$ cat src/rtl/adder_share_arb.sv
// rtl/adder_share_arb.sv - round-robin shared 8-bit adder with two-stage pipeline

// Combinational modulo-256 adder; the carry-out is intentionally discarded.
module adder14 (
  input  logic [7:0] a_i,
  input  logic [7:0] b_i,
  output logic [7:0] sum_o
);
  assign sum_o = a_i + b_i;
endmodule

module adder_share_arb #(
  parameter int NREQ  = 4,
  parameter int ID_W  = 2,
  parameter int CNT_W = 16
) (
  input  logic              clk,
  input  logic              rst_n,
  input  logic [NREQ-1:0]   req_valid,
  input  logic [NREQ*8-1:0] req_a,
  input  logic [NREQ*8-1:0] req_b,
  output logic [NREQ-1:0]   req_ready,
  output logic              rsp_valid,
  input  logic              rsp_ready,
  output logic [7:0]        rsp_sum,
  output logic [ID_W-1:0]   rsp_id,
  output logic              busy,
  output logic [CNT_W-1:0]  op_count
);

  logic              s1_valid_q;
  logic [7:0]        s1_a_q;
  logic [7:0]        s1_b_q;
  logic [ID_W-1:0]   s1_id_q;
  logic [ID_W-1:0]   ptr_q;
  logic [ID_W-1:0]   ptr_d;
  logic              rsp_valid_q;
  logic [7:0]        rsp_sum_q;
  logic [ID_W-1:0]   rsp_id_q;
  logic [CNT_W-1:0]  op_count_q;

  logic              adv1;
  logic              adv2;
  logic              found;
  logic [ID_W-1:0]   gidx;
  logic [ID_W-1:0]   scan_idx;
  int                scan_j;
  logic [NREQ-1:0]   grant;
  logic              xfer;
  logic [7:0]        adder_sum;

  // The adder only ever sees the stage-1 operand registers.
  adder14 u_adder (
    .a_i   (s1_a_q),
    .b_i   (s1_b_q),
    .sum_o (adder_sum)
  );

  assign adv2 = ~rsp_valid_q | rsp_ready;
  assign adv1 = ~s1_valid_q | adv2;

  // Round-robin scan from ptr_q; grant only when stage 1 can accept and not in reset.
  always_comb begin
    found    = 1'b0;
    gidx     = '0;
    grant    = '0;
    scan_j   = 0;
    scan_idx = '0;
    for (int k = 0; k < NREQ; k++) begin
      scan_j = int'(ptr_q) + k;
      if (scan_j >= NREQ) scan_j = scan_j - NREQ;
      scan_idx = scan_j[ID_W-1:0];
      if (!found && req_valid[scan_idx]) begin
        found = 1'b1;
        gidx  = scan_idx;
      end
    end
    if (rst_n && adv1 && found) grant[gidx] = 1'b1;
  end

  assign xfer  = |(req_valid & grant);
  assign ptr_d = (gidx == ID_W'(NREQ - 1)) ? '0 : gidx + ID_W'(1);

  // Pipeline registers, round-robin pointer and completion counter.
  always_ff @(posedge clk) begin
    if (!rst_n) begin
      s1_valid_q  <= 1'b0;
      s1_a_q      <= '0;
      s1_b_q      <= '0;
      s1_id_q     <= '0;
      ptr_q       <= '0;
      rsp_valid_q <= 1'b0;
      rsp_sum_q   <= '0;
      rsp_id_q    <= '0;
      op_count_q  <= '0;
    end else begin
      if (adv1) begin
        if (xfer) begin
          s1_valid_q <= 1'b1;
          s1_a_q     <= req_a[8*gidx +: 8];
          s1_b_q     <= req_b[8*gidx +: 8];
          s1_id_q    <= gidx;
          ptr_q      <= ptr_d;
        end else begin
          s1_valid_q <= 1'b0;
        end
      end
      if (adv2) begin
        rsp_valid_q <= s1_valid_q;
        // Keep the last sum/id visible when the response slot empties.
        if (s1_valid_q) begin
          rsp_sum_q <= adder_sum;
          rsp_id_q  <= s1_id_q;
        end
      end
      if (rsp_valid_q && rsp_ready) op_count_q <= op_count_q + CNT_W'(1);
    end
  end

  assign req_ready = grant;
  assign rsp_valid = rsp_valid_q;
  assign rsp_sum   = rsp_sum_q;
  assign rsp_id    = rsp_id_q;
  assign busy      = s1_valid_q | rsp_valid_q;
  assign op_count  = op_count_q;

endmodule

$ cat config.mk
export PLATFORM = sky130hd
export DESIGN_NAME = adder_share_arb
export DESIGN_NICKNAME = d
export VERILOG_FILES = /design/src/rtl/adder_share_arb.sv
export SDC_FILE = /design/constraint.sdc
export NUM_CORES = 1
export LEC_CHECK = 0
export ABC_AREA = 1
export ABC_CLOCK_PERIOD_IN_PS = 2800
export CAP_MARGIN = 20
export CORE_MARGIN = 2
export CORE_UTILIZATION = 43
export CTS_BUF_LIST = sky130_fd_sc_hd__clkbuf_2 sky130_fd_sc_hd__clkbuf_4 sky130_fd_sc_hd__clkbuf_8
export DETAILED_ROUTE_END_ITERATION = 16
export PLACE_DENSITY = 0.79
export SYNTH_ARGS = -nofsm -noshare
export SYNTH_HDL_FRONTEND = slang
export SYNTH_SLANG_ARGS = --single-unit
$ cat constraint.sdc
create_clock -name clk -period 2.8 [get_ports clk]
set_clock_uncertainty 0.15 [all_clocks]
set_input_delay 0.28 -clock clk [delete_from_list [all_inputs] [get_ports clk]]
set_output_delay 0.28 -clock clk [all_outputs]
set_load 0.03 [all_outputs]
==> impl_metrics.csv <==
group,metric,value,unit
status,status,"completed",
power_and_ir_drop,max-vdd-ir-drop,455,uV
synth,synthArstFlopShare,0,%
global_route,track_usage,19.5,%
synth,synth-edff-count,0,
hold_path,worstHoldPathType,"flop to flop",
cts,insertion_delay,300,ps
synth,synth-seq-cells,48,
hold_path,holdPathEnd,"op_count[4]",
sta,maxSlewViolCount,0,
setup_path,crit_cells,13,
global_route,grt_antenna_before_repair,0,
synth,syn_nets,588,
power_and_ir_drop,power.total,3900,uW
layout,fillerInstances,665,
global_route,grt_pass1_vias,3033,
floorplanning,core.rowCount,31,
synth,ys_seq_area_share,30.7,%
synth,synth.cells.most_frequent,"nand2_1 (150), nor2_1 (79), inv_1 (63), dfxtp_1 (48), o21ai_0 (43)",
synth,syn_area,3130,um2
setup_path,path_class,"flop to primary output",
cts,cts_resized,0,
setup_path,cp_top_family,"simple AND/OR/NAND/NOR gates",
floorplanning,num_io_pins,103,
synth,synthXorXnorAreaFrac,2.24,%
route,first_pass_iters,4,
synth,yosys_warnings,0,
sta,post-route-min-period,2610,ps
synth,synth_fa_ha_area_share,4.64,%
route,wirelength,7580,um
setup_path,crit_slowest_cell,"dfxtp_2",
route,drcViolationCount,0,
floorplanning,fp.dieH,89.3,um
cts,cts.sinks,48,
setup_path,max_stage_delay,360,ps
route,antenna_left,0,
sta,hold_ws,341,ps
sta,worst_pin_slew,444,ps
route,post_drt_wl_per_cell,10.7,um
setup_path,r2r_setup_slack,250,ps
layout,area.growth.synth_to_final,38.9,%
route,num_vias,3361,
cts,h-tree-depth,2,
synth,netlist_instances,506,
synth,synth_top_family_by_area,"simple AND/OR/NAND/NOR gates",
sta,slew_headroom,70.4,%
floorplanning,fp.dieW,89.3,um
global_route,grt_pass1_wl,12500,um
synth,yosys-top-cells-area,"dfxtp_1 (31%), nand2_1 (18%), nor2_1 (9.5%)",
placed_design,gp_congestion,0.800,
cts,cts-hold-fix-buffers,0,
power_and_ir_drop,powerDensity,897,nW/um2
synth,ys.flop_type,"dfxtp_1",
cts,cts_root_buf,"clkbuf_8",
route,viasPerCell,4.75,
sta,fin_crit_sh,93.3,%
sta,hold_viol,0,
synth,postSynthAreaPerCell,6.18,um2
setup_path,required,2370,ps
setup_path,cp_data_arrival_time,2180,ps
setup_path,critPathBufInv,4,
setup_path,reg2reg_to,"s1_b_q[2]",
sta,finalSetupViolCount,0,
floorplanning,coreArea,7140,um2
cts,cts_setup_buffers,0,
route,drt_first_iter_violations,88,
power_and_ir_drop,p_leak,0.00205,uW
placed_design,dpl.hpwl,5970,um
placed_design,place_area,4250,um2
layout,finalInstanceArea,4340,um2
setup_path,critPathLaunchType,"flop",
synth,synth_top_area_share,30.7,%
floorplanning,die_area,7970,um2
setup_path,worstPathCellList,"inv_1 > nand2_1 > nand2_2 > nand2_1 > nand2_2 > nor2_4 > nand3_1 > nand2_1 > nor2_4 > buf_4 > nand3_2 > inv_1 > buf_4",
layout,drive_gt1_share,7.88,%
setup_path,reg2reg_depth,17,
synth,yosysTopAreaCell,"dfxtp_1",
cts,path_clk_slew,90,ps
floorplanning,start_util,43.8,%
global_route,gr-total-overflow,0,
synth,ys_types,33,
placed_design,portBuffers,102,
global_route,grt_max_degree,50,
cts,cts_buffer_depth,2,
layout,diodes,0,
hold_path,hold_start,"op_count[4]",
setup_path,crit_path_max_fanout,18,
sta,fmax,383,MHz
sta,rsz0062_at_grt,"false",
synth,synth_mux_area_share,0,%
setup_path,r2r-start,"ptr_q[1]",
layout,layout.nets,690,
setup_path,path_common_cell,"nand2_1",
synth,yosysMostFrequentCell,"nand2_1",
flow_run,max_cap_violations,0,
setup_path,endpoint_kind,"primary output",
cts,cts_made_buffers,5,
synth,yosys.area_share.simple,37.1,%
synth,synth_compound_area_share,13.7,%
cts,cts_tree,"built",
hold_path,holdPathStages,2,
[how the worst max path moves through the flow]
stage | startpoint | end | slack, ps
floorplan | ptr_q[0] | s1_b_q[0] | 230
global placement | req_valid[3] | s1_b_q[1] | 100
detailed placement | req_valid[3] | s1_b_q[5] | -70
CTS | ptr_q[0] | req_ready[0] | 40
global route | ptr_q[0] | req_ready[0] | 6
finish | ptr_q[1] | req_ready[0] | 190
[per-stage QoR]
stage	util (%)	std cells	setup slack, ps	setup TNS, ps
2_1_floorplan	-	506	228	0
3_3_place_gp	59.5	700	101	0
3_5_place_dp	59.5	700	-74.0	-75.7
4_1_cts	60.7	708	36.6	0
5_1_grt	60.9	708	5.79	0
6_report	60.9	708	187	0
[worst reg2reg max path: cells and delay by family, from the launching register on]
family,cells,cell delay [ps]
compound gates,1,170
fa+ha+maj,1,220
buf+inv,3,410
flops,1,400
simple gates,12,1110
[power breakdown]
| group | leakage (uW) | internal, uW | total, uW | switching (uW) |
|---|---|---|---|---|
| clock network | 0.0000479 | 174 | 406 | 232 |
| logic | 0.00161 | 983 | 2550 | 1570 |
| registers | 0.000394 | 838 | 940 | 102 |
[registers in the layout, summed over array words and instances, names as in the netlist]
name,cells
op_count,16
rsp_sum,8
s1_a_q,8
s1_b_q,8
ptr_q,2
rsp_id,2
s1_id_q,2
rsp_valid,1
s1_valid_q,1
[per-layer routing]
metal	GRT usage (%)	part of all wire [%]
met1	22.5	45
met2	37.6	50
met3	3.42	4.8
met4	3.66	0.74
met5	0	0
[final cells by class]
class	count	area, um2	area share (%)
Clock buffer	5	68.8	1.58
Clock inverter	3	18.8	0.432
Inverter	67	254	5.85
Multi-Input combinational cell	373	1800	41.5
Sequential cell	48	966	22.2
Tap cell	99	124	2.85
Timing Repair Buffer	113	1110	25.6
[cell usage in the layout, fill, tap and decap left out, types with 2 or more instances in the layout]
cell	Yosys	routed
nand3_1	11	11
xor2_1	6	6
nor3_1	8	8
ha_1	10	10
a21oi_1	21	21
o21ai_0	43	42
nand4_1	8	8
nand2_2	7	7
a21oi_2	2	2
o21a_1	2	2
o21ai_1	7	8
buf_4	1	13
clkinv_2	0	2
xnor2_1	2	2
nor2_4	2	2
inv_1	63	63
nor2_1	79	79
nand2_1	150	150
inv_2	3	3
clkbuf_8	0	5
dfxtp_1	48	46
o221ai_1	2	2
nand3_2	5	5
clkdlybuf4s50_1	0	98
[kinds of logic (layout without fill, tap and decap cells)]
group | Yosys count | in the layout
fa+ha+maj | 11 | 11
xor+xnor | 8 | 8
simple gates | 274 | 274
compound gates | 80 | 80
flops | 48 | 48
buf+inv | 85 | 188
(Power assumes the default switching activity.)
